**src/rtl/pe_stream_feeder.sv**
```systemverilog
// ----------------------------------------------------------------------------
// pe_stream_feeder
//   Multi-channel burst source for PE input ports (fmap, weight, psum).
//   Each channel has its own FSM. The FSM sends `bursts` bursts of `len`
//   beats and inserts `gap` idle cycles between bursts. It talks to the sink
//   with a valid/ready handshake, and the transfer strobe (valid & ready)
//   drives the PE *_in_en input directly.
//
//   Data source: an incrementing counter by default. When FEEDER_PRBS_EN is
//   defined, each channel instead runs a 16-bit Fibonacci LFSR
//   (x^16+x^14+x^13+x^11+1) in the low 16 bits, and the upper bits read 0.
//   That build needs DATA_WIDTH >= 16.
//
// Ports
//   clk, rst    clock, asynchronous active-high reset
//   clr         synchronous soft clear of all channels (beats start/transfer)
//   ch_start    per-channel start pulse (ignored unless channel is idle)
//   ch_base     per-channel first data value / LFSR seed
//   ch_len      per-channel beats per burst
//   ch_bursts   per-channel burst count
//   ch_gap      per-channel idle cycles between bursts
//   ch_ready    per-channel sink ready
//   ch_data     per-channel registered data word
//   ch_valid    per-channel data valid
//   ch_en       per-channel transfer strobe (ch_valid & ch_ready)
//   ch_busy     per-channel SEND/GAP/DONE indicator
//   ch_done     per-channel one-cycle pulse after the last beat
// ----------------------------------------------------------------------------

module pe_stream_feeder_ch #(
    parameter int DATA_WIDTH = 16,
    parameter int CNT_WIDTH  = 8,
    parameter int GAP_WIDTH  = 8
) (
    input  logic                  clk,
    input  logic                  rst,
    input  logic                  clr,
    input  logic                  start,
    input  logic [DATA_WIDTH-1:0] base,
    input  logic [CNT_WIDTH-1:0]  len,
    input  logic [CNT_WIDTH-1:0]  bursts,
    input  logic [GAP_WIDTH-1:0]  gap,
    input  logic                  ready,
    output logic [DATA_WIDTH-1:0] data,
    output logic                  valid,
    output logic                  en,
    output logic                  busy,
    output logic                  done
);

    localparam logic [1:0] S_IDLE = 2'd0;
    localparam logic [1:0] S_SEND = 2'd1;
    localparam logic [1:0] S_GAP  = 2'd2;
    localparam logic [1:0] S_DONE = 2'd3;

    logic [1:0]            state;
    logic [DATA_WIDTH-1:0] data_q;
    logic [CNT_WIDTH-1:0]  len_q;
    logic [CNT_WIDTH-1:0]  beat_rem;
    logic [CNT_WIDTH-1:0]  burst_rem;
    logic [GAP_WIDTH-1:0]  gap_q;
    logic [GAP_WIDTH-1:0]  gap_rem;

    logic                  xfer;
    logic [DATA_WIDTH-1:0] data_next;
    logic [DATA_WIDTH-1:0] data_seed;

`ifdef FEEDER_PRBS_EN
    // A zero seed would lock the LFSR at zero, so force it to 1.
    always_comb begin
        data_seed       = '0;
        data_seed[15:0] = (base[15:0] == 16'h0) ? 16'h0001 : base[15:0];
    end

    // Fibonacci step: taps 16,14,13,11 are bits 15,13,12,10, shifted in at the LSB.
    always_comb begin
        data_next       = '0;
        data_next[15:0] = {data_q[14:0], data_q[15] ^ data_q[13] ^ data_q[12] ^ data_q[10]};
    end
`else
    assign data_seed = base;
    assign data_next = data_q + 1'b1;
`endif

    assign xfer  = (state == S_SEND) && ready;

    // All outputs decode from registers. ready only reaches the combinational strobe.
    assign data  = data_q;
    assign valid = (state == S_SEND);
    assign en    = valid & ready;
    assign busy  = (state != S_IDLE);
    assign done  = (state == S_DONE);

    always_ff @(posedge clk or posedge rst) begin
        if (rst) begin
            state     <= S_IDLE;
            data_q    <= '0;
            len_q     <= '0;
            beat_rem  <= '0;
            burst_rem <= '0;
            gap_q     <= '0;
            gap_rem   <= '0;
        end else if (clr) begin
            state     <= S_IDLE;
            data_q    <= '0;
            len_q     <= '0;
            beat_rem  <= '0;
            burst_rem <= '0;
            gap_q     <= '0;
            gap_rem   <= '0;
        end else begin
            case (state)
                S_IDLE: begin
                    if (start) begin
                        len_q     <= len;
                        gap_q     <= gap;
                        beat_rem  <= len;
                        burst_rem <= bursts;
                        if (len == '0 || bursts == '0) begin
                            // Empty job: report completion without emitting beats.
                            state <= S_DONE;
                        end else begin
                            data_q <= data_seed;
                            state  <= S_SEND;
                        end
                    end
                end
                S_SEND: begin
                    if (xfer) begin
                        data_q <= data_next;
                        if (beat_rem == CNT_WIDTH'(1)) begin
                            if (burst_rem == CNT_WIDTH'(1)) begin
                                state <= S_DONE;
                            end else begin
                                burst_rem <= burst_rem - 1'b1;
                                beat_rem  <= len_q;
                                // A zero gap keeps SEND so the next burst follows with no bubble.
                                if (gap_q != '0) begin
                                    gap_rem <= gap_q;
                                    state   <= S_GAP;
                                end
                            end
                        end else begin
                            beat_rem <= beat_rem - 1'b1;
                        end
                    end
                end
                S_GAP: begin
                    // gap_rem enters at gap (>=1), so GAP lasts exactly gap cycles.
                    if (gap_rem == GAP_WIDTH'(1)) begin
                        state <= S_SEND;
                    end else begin
                        gap_rem <= gap_rem - 1'b1;
                    end
                end
                S_DONE: begin
                    state <= S_IDLE;
                end
                default: begin
                    state <= S_IDLE;
                end
            endcase
        end
    end

endmodule

module pe_stream_feeder #(
    parameter int DATA_WIDTH = 16,
    parameter int NUM_CH     = 3,
    parameter int CNT_WIDTH  = 8,
    parameter int GAP_WIDTH  = 8
) (
    input  logic                         clk,
    input  logic                         rst,
    input  logic                         clr,
    input  logic [NUM_CH-1:0]            ch_start,
    input  logic [NUM_CH*DATA_WIDTH-1:0] ch_base,
    input  logic [NUM_CH*CNT_WIDTH-1:0]  ch_len,
    input  logic [NUM_CH*CNT_WIDTH-1:0]  ch_bursts,
    input  logic [NUM_CH*GAP_WIDTH-1:0]  ch_gap,
    input  logic [NUM_CH-1:0]            ch_ready,
    output logic [NUM_CH*DATA_WIDTH-1:0] ch_data,
    output logic [NUM_CH-1:0]            ch_valid,
    output logic [NUM_CH-1:0]            ch_en,
    output logic [NUM_CH-1:0]            ch_busy,
    output logic [NUM_CH-1:0]            ch_done
);

    // Channels are fully independent, with no shared arbitration.
    for (genvar i = 0; i < NUM_CH; i++) begin : g_ch
        pe_stream_feeder_ch #(
            .DATA_WIDTH(DATA_WIDTH),
            .CNT_WIDTH (CNT_WIDTH),
            .GAP_WIDTH (GAP_WIDTH)
        ) u_ch (
            .clk   (clk),
            .rst   (rst),
            .clr   (clr),
            .start (ch_start[i]),
            .base  (ch_base[i*DATA_WIDTH +: DATA_WIDTH]),
            .len   (ch_len[i*CNT_WIDTH +: CNT_WIDTH]),
            .bursts(ch_bursts[i*CNT_WIDTH +: CNT_WIDTH]),
            .gap   (ch_gap[i*GAP_WIDTH +: GAP_WIDTH]),
            .ready (ch_ready[i]),
            .data  (ch_data[i*DATA_WIDTH +: DATA_WIDTH]),
            .valid (ch_valid[i]),
            .en    (ch_en[i]),
            .busy  (ch_busy[i]),
            .done  (ch_done[i])
        );
    end

endmodule

```
**config.mk**
```make
export PLATFORM = sky130hd
export DESIGN_NAME = pe_stream_feeder
export DESIGN_NICKNAME = d
export VERILOG_FILES = /design/src/rtl/pe_stream_feeder.sv
export SDC_FILE = /design/constraint.sdc
export NUM_CORES = 1
export LEC_CHECK = 0
export BUFFER_PORTS_ARGS = -buffer_cell sky130_fd_sc_hd__buf_2
export CAP_MARGIN = 10
export CORE_AREA = 2 2 159 200
export CTS_CLUSTER_DIAMETER = 50
export DETAILED_ROUTE_END_ITERATION = 8
export DIE_AREA = 0 0 161 202
export PLACE_DENSITY = 0.67
export SLEW_MARGIN = 20
export SYNTH_ARGS = -nofsm -noshare
export SYNTH_HDL_FRONTEND = slang
export SYNTH_SLANG_ARGS = --single-unit
```
**constraint.sdc**
```tcl
create_clock -name clk -period 5.3 [get_ports clk]
set_input_delay 0.795 -clock clk [delete_from_list [all_inputs] [get_ports clk]]
set_output_delay 0.795 -clock clk [all_outputs]
set_load 0.005 [all_outputs]
```
==> key figures, run 1 <==
Run status
  – Status: completed

Floorplan
  – Die area: 32520 µm²
  – Row cnt: 72
  – Chip Width: 161 µm
  – Starting density of the core: 0.3545
  – Number of I/O pins: 189
  – Die H: about 200 µm
  – Core ar.: roughly 31000 µm²

CTS
  – Clk root buf: clkbuf_16
  – Post-CTS sizing: 0
  – Number of H-tree levels: 4
  – Max Buffers Root-to-Sink: 2
  – Clock Latency Late Sink: about 0.44 ns
  – CTS tree: built
  – CTS Hold Bufs: 0
  – Clock-pin slew of the registers on the worst-case setup and hold paths: around 0.070 ns
  – TritonCTS Buffers: 17
  – Setup Buffers After CTS: 0
  – Clock sink count: 174

Global route
  – Largest net degree at the start of global routing: ~180
  – Initial antenna violation count: 2
  – Grt ovf: 0
  – Total routing usage reported by global routing: 0.1951
  – Grt peak-use layer: met2
  – Vias in the first global route: between 10000 and 15000
  – First-pass GRT wire length: 52370 µm
  – Met3 Resource Use GR: 0.03509
  – Met1 Use GR: 0.2372
  – Grt met2 use: 0.3420

Logic synthesis
  – Number of synthesized register bits: approximately 170
  – Cell taking the most area after synthesis: dfrtp_1
  – Ys async rst share: 1.000
  – Mapped Area: about 11000 µm²
  – Mapped Nets: 1435
  – Post-synthesis cell count: about 1300
  – Register area share after synthesis: 0.4010
  – Netlist cell types: 80
  – Commonest cells in the synthesized netlist: dfrtp_1, nand2_1, a21oi_1
  – Top post-synthesis cells by area: dfrtp_1, a21oi_1, nand2_1, o31ai_1, nor2_1
  – Syn. warnings: 0
  – Top cell type's share of synthesized area: 0.4010
  – Most common cell in the netlist: dfrtp_1
  – Prevailing post-synth register cell: dfrtp_1
  – Mapped Avg Cell Area: 8.450 µm²
  – Post-synth EDFFs: 0

Power and ir drop
  – Total power: about 0.0058 W
  – Power per Cell Area: about 460 nW/µm²
  – Max rail drop VDD: approximately 0.19 mV
  – Leakage: around 5.6 nW

STA
  – Setup-failing EPs final: 0
  – Final hold violation count: 0
  – Max_slew headroom: 0.2591
  – Final slew viol count: 0
  – TNS Setup: 0 ns
  – Fin crit share: 0.6809
  – Worst-margin pin slew: between 1 and 1.5 ns
  – Maximum clock rate: approximately 280 MHz
  – Unrepaired setup endpoints after global routing: false
  – Setup Skew: around 0.010 ns
  – Final hold slack: roughly 0.51 ns
  – Post-layout min period: 3.609 ns

Setup path
  – Most frequent CP cell: inv_1
  – Critical Path Slowest Stage Cell: nand2_2
  – Max incr delay on CP: between 0.7 and 0.8 ns
  – Crit-path max FO: just under 60
  – Type of origin of the critical path: flip-flop
  – CP endpoint kind: primary output
  – Worst Path Arrival: ~2.8 ns
  – Setup CP Type: flip-flop to primary output
  – Data required, critical path: about 4.5 ns
  – CP Cell Sequence: inv_1, nand2_2, inv_1, and2_1, buf_2

Drt
  – DRT Pass-1 Iters: 5
  – Drc violations: 0
  – DR WL/cell: roughly 18 µm
  – Initial DRC Count: roughly 900
  – Final ANT Viol Nets: 0
  – Vias: 10760
  – Total wire length: 32270 µm
  – Avg Vias per Cell: approximately 5.9

Job
  – Maxcap violations: 0

Cells and area
  – Fin util: 0.4118
  – Area Overhead vs Synth: 16.18%
  – Layout cells sized above 1: 0.1844
  – ANT cells: 0
  – Nets: roughly 1600

Place
  – Hpwl dp: around 23000 µm
  – IO buf count: roughly 190
  – Placer Congestion: ~0.9

Worst hold path
  – Hold crit path type: flip-flop to flip-flop
-- state kept, by name, summed over array words and instances, names as in the netlist --
name and cells:
g_ch.u_ch.gap_q 24, g_ch.u_ch.beat_rem 24, g_ch.u_ch.burst_rem 24, g_ch.u_ch.len_q 24, g_ch.u_ch.data 48, g_ch.u_ch.state 6, g_ch.u_ch.gap_rem 24
-- cell families after synthesis --
group,after synthesis,share of synthesized area
XOR/XNOR,11,0.008873
multiplexers,18,0.01740
AO/OA/AOI/OAI,451,0.2785
flip-flops,174,0.4010
buffers and inverters,137,0.05301
adder cells (fa/ha/maj),21,0.02420
AND/OR/NAND/NOR,473,0.2170
-- worst max-delay path: cells and delay by family (launching register included) --
family                 cells  cell delay [ns]
buffers and inverters      3             0.77
AND/OR/NAND/NOR            2             1.09
flip-flops                 1             0.51
-- final cells by class --
| type | count | area, µm² |
|---|---|---|
| clock buffer | 18 | 429.2 |
| tap | 407 | 509.2 |
| multi-input combinational | 974 | 5943 |
| clock inverter | 14 | 156.4 |
| timing repair buffer | 200 | 1046 |
| sequential | 174 | 4354 |
| inverter | 46 | 176.4 |
| fill | 3100 | 18010 |
-- layer usage --
metal	share of wire	wire length (µm)
met5	0.00084	27
met4	0.026	829
met3	0.057	1831
met2	0.50	16170
met1	0.42	13400
-- cells in the final DEF (no fill, tap or decap), types with 18 or more instances in the layout --
| cell type | n |
|---|---|
| nand3_1 | 34 |
| a21oi_1 | 112 |
| o21ai_1 | 36 |
| o31ai_1 | 57 |
| o21ai_0 | 60 |
| a22o_1 | 41 |
| inv_1 | 44 |
| nor4_1 | 44 |
| nor3_1 | 47 |
| buf_2 | 187 |
| dfrtp_1 | 174 |
| ha_1 | 21 |
| a22oi_1 | 18 |
| nor2_1 | 104 |
| nand2_1 | 137 |
-- where the power goes --
part           total [W]  switching, W  internal [W]
logic            0.00248       0.00149      0.000983
clock network    0.00128      0.000576      0.000702
registers        0.00209      0.000440       0.00165
total            0.00585       0.00251       0.00334
-- per-stage QoR --
| step | cell area [µm²] | instances | setup WS [ns] |
|---|---|---|---|
| 2_1_floorplan | 10860 | 1285 | 2.280 |
| 3_3_place_gp | 12030 | 1801 | 2.254 |
| 3_5_place_dp | 12030 | 1801 | 2.179 |
| 4_1_cts | 12610 | 1833 | 1.738 |
| 5_1_grt | 12610 | 1833 | 1.500 |
| 6_report | 12610 | 1833 | 1.691 |
-- final timing paths --
check / from / endpoint / slack (ns) / depth (start not counted)
max: g_ch[0].u_ch.state[1] / ch_en[0] / 1.69 / 5
min: g_ch[0].u_ch.len_q[4] / g_ch[0].u_ch.len_q[4] / 0.51 / 1
min in group asynchronous: rst / g_ch[0].u_ch.gap_q[5] / 0.63 / 3
min reg2reg: g_ch[0].u_ch.len_q[4] / g_ch[0].u_ch.len_q[4] / 0.51 / 1
max reg2reg: g_ch[0].u_ch.state[1] / g_ch[0].u_ch.gap_rem[7] / 2.07 / 7
max in group asynchronous: rst / g_ch[2].u_ch.gap_q[4] / 3.95 / 3
Power figures use the tool's default switching activity.
==> inputs of run 2 (changes only) <==
PLACE_DENSITY = 0.65   (was 0.67)
clock period = 3.35 ns   (was 5.3 ns; I/O delays follow)
==> run 2 against run 1 <==
Power is 59% higher. Worst hold slack lost 0.28 ns. Via count barely moved. Combinational power rose by 60%. Clock power grew 58%. Die area stayed put. Core utilization increased by 0.45 points. Sequential power rose by 57%. Worst setup slack worse by 0.84 ns. Critical path type is now flip-flop to flip-flop. Largest power group unchanged.
==> key figures, run 2 (synthesized netlist as in run 1, its figures left out) <==
Place
  – IO buf count: 188
  – Setup WS pre-CTS: 0.8637 ns
  – Area of placed instances: ~12000 µm²
  – Hpwl dp: 22750 µm
  – Placer Congestion: 0.8511

STA
  – Fin crit share: 0.7468
  – Unrepaired setup endpoints after global routing: false
  – Worst-margin pin slew: 0.8914 ns
  – Post-layout min period: 2.502 ns
  – Max_slew headroom: 0.4021
  – Maximum clock rate: about 400 MHz
  – Final hold violation count: 0
  – TNS Setup: 0 ns
  – Setup-failing EPs final: 0
  – Final worst slack: between 0.8 and 0.9 ns
  – Setup Skew: approximately 0.016 ns
  – Final hold slack: around 0.23 ns
  – Final slew viol count: 0

Cells and area
  – Final Instance Area: roughly 13000 µm²
  – Layout cells sized above 1: 0.1933
  – Area Overhead vs Synth: 17.45%
  – Fill cells: roughly 3100
  – Most frequent cells in the layout: buf_2, dfrtp_1, nand2_1
  – Max reg flops: 48
  – Nets: roughly 1600
  – Leading cell type in the layout, fill and taps excluded: buf_2
  – ANT cells: 0

Floorplan
  – Die area: between 30000 and 40000 µm²
  – Die H: 202 µm
  – Row cnt: approximately 70
  – Chip Width: about 160 µm
  – Core ar.: about 31000 µm²
  – Starting density of the core: 0.3545
  – Number of I/O pins: ~190

Drt
  – Drc violations: 0
  – Final ANT Viol Nets: 0
  – Vias: 10750
  – DRT Pass-1 Iters: 6
  – Avg Vias per Cell: just under 6
  – Initial DRC Count: between 1000 and 1500
  – DR WL/cell: approximately 17 µm
  – Total wire length: 32070 µm

Global route
  – Vias in the first global route: roughly 10000
  – Total routing usage reported by global routing: 0.1953
  – Grt ovf: 0
  – Largest net degree at the start of global routing: 99
  – Initial antenna violation count: 0
  – First-pass GRT wire length: 52560 µm

Power and ir drop
  – Max rail drop VDD: 0.3126 mV
  – Sw Pwr: roughly 0.0040 W
  – Combinational share of power: 0.428
  – Power per Cell Area: roughly 730 nW/µm²
  – P_int: between 0.005 and 0.006 W
  – Leakage: roughly 5.7 nW
  – Register share of total power: 0.354
  – Part of the power in the clock network: 0.217
  – Sw Share: 0.4258

CTS
  – CTS tree: built
  – TritonCTS Buffers: 17
  – Number of H-tree levels: 4
  – Setup Buffers After CTS: 0
  – Clk root buf: clkbuf_16
  – CTS Hold Bufs: 0
  – Max Buffers Root-to-Sink: 2
  – Post-CTS sizing: 0
  – Clock sink count: approximately 170
  – Clock-pin slew of the registers on the worst-case setup and hold paths: 0.07 ns
  – Clock Latency Late Sink: ~0.44 ns

Setup path
  – Max incr delay on CP: 0.59 ns
  – CP endpoint kind: flip-flop
  – Type of origin of the critical path: flip-flop
  – Data required, critical path: 3.66 ns
  – Setup CP Type: flip-flop to flip-flop
  – Critical Path Slowest Stage Cell: or4_4
  – CP Cell Sequence: or4_4, nor3_2, nand3_1, o311ai_1, o21ai_1
  – Crit-path max FO: 9
  – Worst Path Arrival: between 2 and 3 ns

Job
  – Maxcap violations: 0

Run status
  – Status: completed

Worst hold path
  – Hold crit path type: input port to async pin
run 2: cell count changes in the layout (fill, tap and decap cells not counted), sizes merged:
cell / previous run / this run
clkinvlp: 5 / 4
inv: 50 / 51
buf: 200 / 217
run 2: path summary, 6_finish.rpt:
path / start / to / slack [ns] / cells after the start
min: rst / g_ch[0].u_ch.len_q[7] / 0.23 / 3
min in group clk: ch_gap[7] / g_ch[0].u_ch.gap_q[7] / 0.29 / 2
min reg2reg: g_ch[0].u_ch.len_q[6] / g_ch[0].u_ch.len_q[6] / 0.52 / 1
max in group asynchronous: rst / g_ch[1].u_ch.data[14] / 2.50 / 3
max: g_ch[1].u_ch.beat_rem[2] / g_ch[1].u_ch.burst_rem[5] / 0.85 / 5
max reg2reg: g_ch[1].u_ch.beat_rem[2] / g_ch[1].u_ch.burst_rem[5] / 0.85 / 5
run 2: stage by stage:
stage / instances / utilization / power (W)
6_report: 1850 / 0.4163 / 0.009291
2_1_floorplan: 1285 / - / 0.006135
5_1_grt: 1850 / 0.4163 / 0.01002
3_5_place_dp: 1818 / 0.3971 / 0.007252
3_3_place_gp: 1818 / 0.3971 / 0.007206
4_1_cts: 1850 / 0.4162 / 0.009318
run 2: area by class of cell:
| type | instances | area (µm²) | area share |
|---|---|---|---|
| clock buffer | 18 | 429.2 | 0.03365 |
| tap | 407 | 509.2 | 0.03993 |
| timing repair buffer | 217 | 1187 | 0.09311 |
| sequential | 174 | 4354 | 0.3414 |
| inverter | 46 | 176.4 | 0.01383 |
| multi-input combinational | 974 | 5939 | 0.4658 |
| clock inverter | 14 | 156.4 | 0.01226 |
run 2: layer usage:
layer  up-vias  wire length [µm]  track usage
met5         -                 0            0
met4         0               812      0.07462
met3        60              1809      0.03796
met2       372             15980       0.3441
met1      5208             13470       0.2346
li1       5108                 -            -
run 2: worst max-delay path: cells and delay by family, from the launching register on:
family | cells | cell delay, ns
AOI/OAI and AO/OA | 2 | 0.49
DFF | 1 | 0.44
and+or+nand+nor | 3 | 1.44
run 2: power by group through the flow:
stage	logic [W]	clock network, W	registers, W
CTS	0.00396	0.00208	0.00328
global route	0.00448	0.00216	0.00338
detailed placement	0.00395	0	0.00331
finish	0.00398	0.00202	0.00329
global placement	0.00391	0	0.00330
floorplan	0.00301	0	0.00312
==> inputs of run 3 (changes only) <==
ABC_AREA = 1   (was default)
CORE_AREA = 2 2 168 211   (was 2 2 159 200)
DIE_AREA = 0 0 170 213   (was 0 0 161 202)
PLACE_DENSITY = 0.64   (was 0.65)
clock period = 2.5 ns   (was 3.35 ns; I/O delays follow)
==> run 3 against run 2 <==
Largest power group unchanged. Register-to-register slack worse by 0.21 ns. Worst setup slack worse by 0.62 ns. First-iteration DRC count is 37% lower. Global-route usage is 0.74 points lower. Non-clock buffer count is 8 lower. Power is 73% higher. Synthesized cell count is 44% higher. Wire length is 4.7% higher. Largest cell class unchanged. Via count is 13% higher. Critical endpoint is now ch_en[0].
==> key figures, run 3 <==
Run status
  – Status: completed

Cells and area
  – Register area: ~4400 µm²
  – ANT cells: 0
  – Nets: between 2000 and 2500
  – Fin util: 0.4111
  – Max reg flops: 48
  – Area of the multi-input gates: approximately 6600 µm²
  – Final Instance Area: roughly 14000 µm²
  – Fill cells: about 3600
  – Layout cells sized above 1: 0.1637
  – Leading cell type in the layout, fill and taps excluded: nand2_1
  – Most frequent cells in the layout: nand2_1, inv_1, nand3_1
  – Area Overhead vs Synth: 15.78%

Worst hold path
  – Hold crit path type: input port to flip-flop
  – Worst Hold End: g_ch[2].u_ch.gap_q[0]
  – Hold Startpoint: ch_gap[16]
  – Hold depth: 3

Power and ir drop
  – Part of the power in the clock network: 0.166
  – Sw Pwr: between 0.007 and 0.008 W
  – Total power: ~0.016 W
  – Leakage: between 7 and 8 nW
  – Combinational share of power: 0.519
  – Power per Cell Area: approximately 1100 nW/µm²
  – P_int: approximately 0.0083 W
  – Sw Share: 0.4847
  – Max rail drop VDD: 0.4626 mV
  – Register share of total power: 0.315

CTS
  – Clock sink count: approximately 170
  – CTS tree: built
  – Number of H-tree levels: 4
  – Clock-pin slew of the registers on the worst-case setup and hold paths: around 0.07 ns
  – Clk root buf: clkbuf_16
  – TritonCTS Buffers: 17
  – Post-CTS sizing: 0
  – Clock Latency Late Sink: around 0.44 ns
  – Max Buffers Root-to-Sink: 2

Floorplan
  – Core ar.: 34230 µm²
  – Starting density of the core: 0.3551
  – Die area: 36210 µm²
  – Row cnt: 76
  – Number of I/O pins: 189
  – Die H: roughly 210 µm
  – Chip Width: 170 µm

Setup path
  – Crit-path max FO: 36
  – Flop2flop setup slack: approximately 0.64 ns
  – Setup CP Type: flip-flop to primary output
  – CP endpoint kind: primary output
  – Worst Path Arrival: approximately 1.9 ns
  – FF-to-FF End: g_ch[1].u_ch.burst_rem[2]
  – Type of origin of the critical path: flip-flop
  – R2R cell count: 8
  – Data required, critical path: 2.12 ns
  – Worst r2r src: g_ch[1].u_ch.burst_rem[3]

Drt
  – Total wire length: between 30000 and 40000 µm
  – DRT Pass-1 Iters: 7
  – DR WL/cell: between 10 and 15 µm
  – Top sig layer: met5
  – Initial DRC Count: 702
  – Drc violations: 0
  – Avg Vias per Cell: 4.924
  – Routed wl met2: approximately 16000 µm
  – Detail Route met3 WL: 1270 µm
  – Final ANT Viol Nets: 0
  – Vias: ~12000
  – Wl on met1: between 15000 and 20000 µm

Place
  – Hpwl dp: between 20000 and 30000 µm
  – Area of placed instances: approximately 13000 µm²
  – IO buf count: 188
  – Placer Congestion: approximately 0.9

Logic synthesis
  – Cell taking the most area after synthesis: dfrtp_1
  – Top cell type's share of synthesized area: 0.3582
  – Mapped Avg Cell Area: about 6.6 µm²
  – Most common cell in the netlist: nand2_1
  – Number of synthesized register bits: ~170
  – Mapped Nets: 1999
  – Mapped Area: roughly 12000 µm²
  – Prevailing post-synth register cell: dfrtp_1
  – Register area share after synthesis: 0.3582
  – Post-synthesis cell count: ~1800
  – Netlist cell types: 44
  – Commonest cells in the synthesized netlist: nand2_1, inv_1, nand3_1
  – Syn. warnings: 0
  – Ys async rst share: 1.000
  – Post-synth EDFFs: 0
  – Top post-synthesis cells by area: dfrtp_1, nand2_1, nand3_1, inv_1, o21ai_0

STA
  – Worst-margin pin slew: 0.8417 ns
  – Setup Skew: between 0.009 and 0.01 ns
  – Maximum clock rate: 440.6 MHz
  – Max_slew headroom: 0.4351
  – Final slew viol count: 0
  – Final hold slack: between 0.15 and 0.2 ns
  – Final hold violation count: 0
  – Post-layout min period: ~2.3 ns
  – Setup-failing EPs final: 0
  – Unrepaired setup endpoints after global routing: false
  – Fin crit share: 0.9079

Global route
  – First-pass GRT wire length: between 50000 and 60000 µm
  – Largest net degree at the start of global routing: 77
  – Grt ovf: 0
  – Total routing usage reported by global routing: 0.1878
  – Initial antenna violation count: 1
  – Vias in the first global route: roughly 11000

Job
  – Maxcap violations: 0
-- run 3: changes by cell type after synthesis, moves of 18 or more --
cell / before / now
a22o_1: 41 / 0
inv_1: 45 / 223
nor2_1: 104 / 164
nor4_1: 44 / 0
o31ai_1: 57 / 2
clkbuf_1: 60 / 18
nor3_1: 47 / 5
nand2_1: 138 / 645
nand3_1: 34 / 195
nand4_1: 9 / 27
a21oi_1: 114 / 46
o21ai_0: 60 / 124
-- run 3: cell families after synthesis --
family          after synthesis  synth area share
fa+ha+maj                    21           0.02162
buf+inv                     298            0.1018
xor+xnor                     11          0.007926
simple gates               1111            0.4059
flops                       174            0.3582
compound gates              234            0.1046
-- run 3: worst max path at each step --
| stage | depth (start not counted) | start | to |
|---|---|---|---|
| after floorplan | 1 | rst | g_ch[0].u_ch.beat_rem[0] |
| after detailed placement | 5 | clr | g_ch[0].u_ch.len_q[1] |
| after global routing | 5 | g_ch[0].u_ch.state[1] | ch_en[0] |
| after global placement | 5 | clr | g_ch[0].u_ch.gap_q[7] |
| final | 5 | g_ch[0].u_ch.state[1] | ch_en[0] |
| after CTS | 5 | g_ch[0].u_ch.state[1] | ch_en[0] |
-- run 3: what timing repair did --
item	in CTS	in global routing
hold endpoints to repair	11	0
hold buffers	1	0
setup buffers	0	0
-- run 3: critical path: stages (launching register included) --
cell     delay [ns]
dfrtp_1        0.49
inv_1          0.07
nand2_1        0.26
buf_4          0.42
nor2_1         0.06
buf_2          0.14
-- run 3: layer usage --
| layer | global-route usage | up-vias |
|---|---|---|
| met3 | 0.02614 | 45 |
| met2 | 0.3274 | 278 |
| met5 | 0 | - |
| met1 | 0.2328 | 5603 |
| met4 | 0.07899 | 2 |
| li1 | - | 6199 |
-- run 3: final cells by class --
cell class / instances / share of cell area
clock inverter: 13 / 0.009957
tap: 429 / 0.03814
multi-input combinational: 1377 / 0.4664
clock buffer: 19 / 0.03076
inverter: 242 / 0.06534
sequential: 174 / 0.3094
timing repair buffer: 209 / 0.08001
-- run 3: power groups by stage --
stage	registers [W]	logic (W)	clock network, W
after CTS	0.00503	0.00837	0.00276
after floorplan	0.00475	0.00647	0
after detailed placement	0.00507	0.00832	0
after global routing	0.00522	0.00960	0.00285
final	0.00505	0.00833	0.00267
after global placement	0.00504	0.00817	0
-- run 3: metrics by stage --
stage          instances  worst slack [ns]  setup TNS (ns)
2_1_floorplan       1849          -0.09966          -17.34
3_3_place_gp        2430            0.4607               0
3_5_place_dp        2430            0.3946               0
4_1_cts             2463            0.1934               0
5_1_grt             2463           0.05422               0
6_report            2463            0.2303               0
